`config.mk`:
```
export PLATFORM = sky130hd
export DESIGN_NAME = ch_readout_sequencer
export DESIGN_NICKNAME = d
export VERILOG_FILES = /design/src/rtl/ch_readout_sequencer.sv
export SDC_FILE = /design/constraint.sdc
export NUM_CORES = 1
export LEC_CHECK = 0
export ABC_CLOCK_PERIOD_IN_PS = 4150
export BUFFER_PORTS_ARGS = -buffer_cell sky130_fd_sc_hd__buf_2
export CORE_ASPECT_RATIO = 0.9
export CORE_UTILIZATION = 56
export CTS_CLUSTER_DIAMETER = 30
export DETAILED_ROUTE_END_ITERATION = 12
export PLACE_DENSITY = 0.79
export REMOVE_ABC_BUFFERS = 1
export SLEW_MARGIN = 0
export SYNTH_ARGS = -nofsm -noshare
export SYNTH_HDL_FRONTEND = slang
export SYNTH_SLANG_ARGS = --single-unit
export TNS_END_PERCENT = 20
```
`constraint.sdc`:
```
create_clock -name FCLK -period 4.15 [get_ports FCLK]
set_clock_uncertainty 0.15 [all_clocks]
set_input_delay 0.6225 -clock FCLK [delete_from_list [all_inputs] [get_ports FCLK]]
set_output_delay 0.6225 -clock FCLK [all_outputs]
set_load 0.02 [all_outputs]
```
`src/rtl/ch_readout_sequencer.sv`:
```
// Per-channel readout sequencer: sizes the bank walk from start mode and trigger
// count, then streams bank/address beats with a settle gap before each bank.
module ch_readout_sequencer #(
    parameter int NUM_SAMPLES = 256,
    parameter int ADDR_W      = 8,
    parameter int BANK_GAP    = 4
) (
    input  logic              FCLK,
    input  logic              RSTB,
    input  logic              readout_start,
    input  logic [2:0]        start_mode,
    input  logic [2:0]        trig_cnt,
    input  logic              abort,
    input  logic              rd_ready,
    output logic              rd_valid,
    output logic [2:0]        rd_bank,
    output logic [ADDR_W-1:0] rd_addr,
    output logic              rd_last,
    output logic              busy,
    output logic              done,
    output logic              err
);
    typedef enum logic [2:0] {S_IDLE, S_SETUP, S_GAP, S_STREAM, S_DONE} state_t;

    localparam logic [ADDR_W-1:0] ADDR_LAST  = ADDR_W'(NUM_SAMPLES - 1);
    localparam int                GAP_W      = (BANK_GAP > 2) ? $clog2(BANK_GAP) : 1;
    localparam int                GAP_LAST_I = (BANK_GAP > 0) ? BANK_GAP - 1 : 0;
    localparam logic [GAP_W-1:0]  GAP_LAST   = GAP_W'(GAP_LAST_I);
    localparam state_t            S_BANK_IN  = (BANK_GAP == 0) ? S_STREAM : S_GAP;

    state_t            r_state, w_next;
    logic [2:0]        r_mode, r_tc, r_bank;
    logic [3:0]        r_nbanks;
    logic [ADDR_W-1:0] r_addr;
    logic [GAP_W-1:0]  r_gap;
    logic              r_err;

    logic [2:0] w_win, w_tc;
    logic [4:0] w_prod;
    logic       w_onehot, w_xfer, w_addr_last, w_bank_last;

    always_comb begin
        w_win = 3'd0;
        case (r_mode)
            3'b001:  w_win = 3'd1;
            3'b010:  w_win = 3'd2;
            3'b100:  w_win = 3'd4;
            default: w_win = 3'd0;
        endcase
    end

    // Product fits 5 bits (max 4*5), capped to 5 banks before storing.
    assign w_onehot    = (w_win != 3'd0);
    assign w_tc        = (r_tc > 3'd4) ? 3'd4 : r_tc;
    assign w_prod      = 5'(w_win) * (5'(w_tc) + 5'd1);
    assign w_xfer      = (r_state == S_STREAM) && rd_ready;
    assign w_addr_last = (r_addr == ADDR_LAST);
    assign w_bank_last = ({1'b0, r_bank} == (r_nbanks - 4'd1));

    always_ff @(posedge FCLK or negedge RSTB) begin
        if (!RSTB) r_state <= S_IDLE;
        else       r_state <= w_next;
    end

    always_comb begin
        w_next = r_state;
        case (r_state)
            S_IDLE:   if (readout_start) w_next = S_SETUP;
            S_SETUP:  w_next = w_onehot ? S_BANK_IN : S_IDLE;
            S_GAP:    if (r_gap == GAP_LAST) w_next = S_STREAM;
            S_STREAM: if (w_xfer && w_addr_last) w_next = w_bank_last ? S_DONE : S_BANK_IN;
            S_DONE:   w_next = S_IDLE;
            default:  w_next = S_IDLE;
        endcase
        // Abort wins over everything, even the final transfer.
        if (abort && r_state != S_IDLE) w_next = S_IDLE;
    end

    always_comb begin
        rd_valid = (r_state == S_STREAM);
        busy     = (r_state != S_IDLE);
        done     = (r_state == S_DONE);
        rd_last  = rd_valid && w_addr_last && w_bank_last;
        rd_bank  = r_bank;
        rd_addr  = r_addr;
        err      = r_err;
    end

    always_ff @(posedge FCLK or negedge RSTB) begin
        if (!RSTB) begin
            r_mode   <= '0;
            r_tc     <= '0;
            r_nbanks <= '0;
            r_bank   <= '0;
            r_addr   <= '0;
            r_gap    <= '0;
            r_err    <= 1'b0;
        end else begin
            r_err <= (r_state == S_SETUP) && !abort && !w_onehot;
            case (r_state)
                S_IDLE: if (readout_start) begin
                    r_mode <= start_mode;
                    r_tc   <= trig_cnt;
                end
                S_SETUP: begin
                    r_nbanks <= (w_prod > 5'd5) ? 4'd5 : w_prod[3:0];
                    r_bank   <= '0;
                    r_addr   <= '0;
                    r_gap    <= '0;
                end
                S_GAP: r_gap <= (r_gap == GAP_LAST) ? '0 : r_gap + GAP_W'(1);
                S_STREAM: if (w_xfer) begin
                    if (!w_addr_last) begin
                        r_addr <= r_addr + ADDR_W'(1);
                    end else if (!w_bank_last) begin
                        r_bank <= r_bank + 3'd1;
                        r_addr <= '0;
                        r_gap  <= '0;
                    end
                end
                default: ;
            endcase
        end
    end
endmodule

```
==> results.yml <==
run_status:
  status: "completed"
clock_network:
  cts_tree: "done"
  cts.clk_slew.worst_paths_ps: 150
  cts_sinks: 27
  postCtsResizedCells: 0
  clkLatencyLatePin_ps: 330
  htree_levels: 1
  clockBufferDepth: 2
  cts_setup_buffers: 0
  cts_hold_buf: 0
  cts-root-buf: "clkbuf_4"
  cts_inserted_buffers: 3
drt:
  dr_total_vias: 1426
  routed_via_density: 5.704
  routed_wl_mm: 3.521
  wl_per_cell_um: 14.08
  ant_nets: 0
  first_pass_iters: 4
  drc_errors: 0
  drtIter0Drc: 56
placed_design:
  port_buffers: 26
  gp_congestion: 0.8139
  place_ws_ps: 999.0
  dp_hpwl_mm: 2.673
  dpl-instance-area_um2: 1864
  dpl.cell_count: 246
finish:
  instances_no_fill: 250
  area_delta_synth_final_pct: 11.27
  num-nets-final: 232
  stdcell_area_um2: 1891
  utilization_pct: 67.16
  n_antenna_cell: 0
  drive_above_1_share_pct: 18.57
setup_path:
  crit_path_frequent_cell: "inv_1"
  critPathMaxStageDelay_ps: 450
  worstSetupStartpointType: "flip-flop"
  end_kind: "flip-flop"
  worstPathCellList: "nand2b_1, inv_1, ha_1, xor2_1, nand2_1, fa_1, inv_1, ha_1, inv_1, fa_1, xor2_1, xnor2_1, nor2_1, a22o_1"
  critPathRequiredTime_ps: 4230
  criticalPathCategory: "flip-flop to flip-flop"
  cp_max_fo: 4
  slowest_stage: "dfrtp_1"
  arrival_ps: 3260
floorplanning:
  fp.dieH_um: 54.26
  start_util_pct: 60.36
  die_w_um: 60.06
  core_um2: 2815
  placementRows: 18
  die_area_um2: 3259
  io_pins: 27
timing:
  finalSetupViolCount: 0
  tightest_slew_ps: 627.3
  finalCriticalPeriod_ps: 3180
  fmax_mhz: 314.5
  drv_slew: 0
  hold_viol_final: 0
  tns_ps: 0
  slew_headroom_pct: 57.90
  fin_ws_ps: 970.0
  rsz0062_at_grt: "false"
  fin_crit_sh_pct: 76.63
yosys:
  syn_inst: 184
  synth_async_sr_flop_share_pct: 100.0
  synth_ff_type: "dfrtp_1"
  synth_warnings: 0
  yosys.cell_types.count: 46
  yosysSeqAreaShare_pct: 39.76
  synth_area_um2: 1699
  synth_edf_count: 0
  synth-seq-cells: 27
  avgSynthCellArea_um2: 9.234
power_and_ir_drop:
  p_leak_nw: 0.9008
  p_seq_share_pct: 38.6
  power_switching_uw: 494.3
  sw_frac_of_total_pct: 45.23
  vdd_ir_drop_max_v: 0.0003657
  clkPwrFrac_pct: 10.7
  power_density_nw_per_um2: 578.1
  cellInternalPower_uw: 598.6
  combPwrFrac_pct: 50.7
global_route:
  antenna_found_initial: 0
  grt_overflow_total: 0
  grt_pass1_vias: 1289
  grt_usage_pct: 23.97
  grt_pass1_wl_mm: 5.823
  grt_max_degree: 28
min_path:
  worstHoldPathType: "primary input to asynchronous set/reset pin"
job:
  drv_cap: 0
## critical path: cells and delay by family, from the launching register on
family | cells | cell delay [ps]
AO/OA/AOI/OAI | 1 | 180
XOR/XNOR | 3 | 590
adder cells (fa/ha/maj) | 4 | 1120
buffers and inverters | 3 | 190
flip-flops | 1 | 450
AND/OR/NAND/NOR | 3 | 410
## power groups by stage
stage               sequential [mW]  clock (mW)  combinational [mW]
global placement              0.418           0               0.530
floorplan                     0.411           0               0.426
detailed placement            0.427           0               0.551
CTS                           0.421       0.117               0.558
finish                        0.422       0.117               0.554
global route                  0.434       0.126               0.625
## cell families after synthesis
| family | count (synthesis) | synth area share [%] |
|---|---|---|
| buffers and inverters | 15 | 3.386 |
| other | 1 | 0.2207 |
| DFF | 27 | 39.76 |
| muxes | 11 | 6.922 |
| AOI/OAI and AO/OA | 38 | 15.24 |
| xor gates and xnor gates | 7 | 3.608 |
| adders and majority gates | 10 | 8.689 |
| and+or+nand+nor | 75 | 22.17 |
## synthesized netlist by cell type, types with 2 or more instances
| library cell | number | share of area [%] |
|---|---|---|
| xor2_1 | 6 | 3.1 |
| a31oi_1 | 2 | 0.74 |
| inv_1 | 9 | 2.0 |
| dfrtp_1 | 27 | 40 |
| o221ai_1 | 2 | 1.0 |
| mux2_2 | 6 | 4.0 |
| o21ai_0 | 6 | 1.8 |
| o21ai_1 | 4 | 1.2 |
| nor4_1 | 3 | 1.1 |
| nor2b_1 | 2 | 0.74 |
| nand2b_1 | 3 | 1.1 |
| a22oi_1 | 2 | 0.88 |
| clkbuf_1 | 4 | 0.88 |
| nand3_1 | 6 | 1.8 |
| fa_1 | 3 | 3.5 |
| nor2_1 | 13 | 2.9 |
| o211ai_1 | 3 | 1.3 |
| nor3_1 | 8 | 2.4 |
| nor3b_1 | 4 | 1.8 |
| a21o_1 | 3 | 1.3 |
| nand2_1 | 23 | 5.1 |
| ha_1 | 7 | 5.2 |
| a21oi_1 | 6 | 1.8 |
| or3_1 | 2 | 0.74 |
| and2_1 | 5 | 1.8 |
| mux2i_1 | 5 | 2.9 |
## path summary, 6_finish.rpt
path | start | endpoint | slack [ps] | cells past startpoint
hold reg to reg | r_tc[1]$_DFFE_PN0P_ | r_tc[1]$_DFFE_PN0P_ | 380 | 1
min in group FCLK | trig_cnt[1] | r_tc[1]$_DFFE_PN0P_ | 360 | 2
setup / recovery | r_tc[2]$_DFFE_PN0P_ | r_nbanks[1]$_DFFE_PN0N_ | 970 | 14
max in group asynchronous | RSTB | r_nbanks[3]$_DFFE_PN0N_ | 3330 | 1
setup reg to reg | r_tc[2]$_DFFE_PN0P_ | r_nbanks[1]$_DFFE_PN0N_ | 970 | 14
hold / removal | RSTB | rd_addr[2]$_DFFE_PN0P_ | 120 | 1
## through the flow
stage	hold slack [ps]	total power, mW
5_1_grt	166.6	1.185
2_1_floorplan	176.9	0.8366
3_3_place_gp	346.4	0.9485
6_report	123.9	1.093
4_1_cts	142.7	1.096
3_5_place_dp	348.4	0.9782
## flip-flops by register name, summed over array words and instances, names as in the netlist
name,count
rd_addr,8
r_nbanks,4
r_mode,3
r_state,3
r_tc,3
rd_bank,3
r_gap,2
err,1
## placed cells by master (no fill, tap or decap), drive strengths merged, types with 6 or more instances in the layout
master / instances
dfrtp: 27
buf: 26
mux2: 6
xor2: 6
nand3: 6
ha: 7
nand2: 23
nor3: 8
a21oi: 6
inv: 10
nor2: 13
o21ai: 10
## per-layer routing
layer	routed length, um	GRT usage, %	up-vias
li1	-	-	709
met1	1745	34.09	683
met2	1622	38.33	32
met3	142	4.255	2
met4	10	5.426	0
met5	0	0	-
## cell type report
class                      instances  area (um^2)
multi-input combinational        142        965.9
fill                             220        924.6
sequential                        27        675.6
timing repair buffer              26        130.1
tap                               40        50.05
inverter                          11        42.54
clock buffer                       4        26.28
Power figures use the tool's default switching activity.
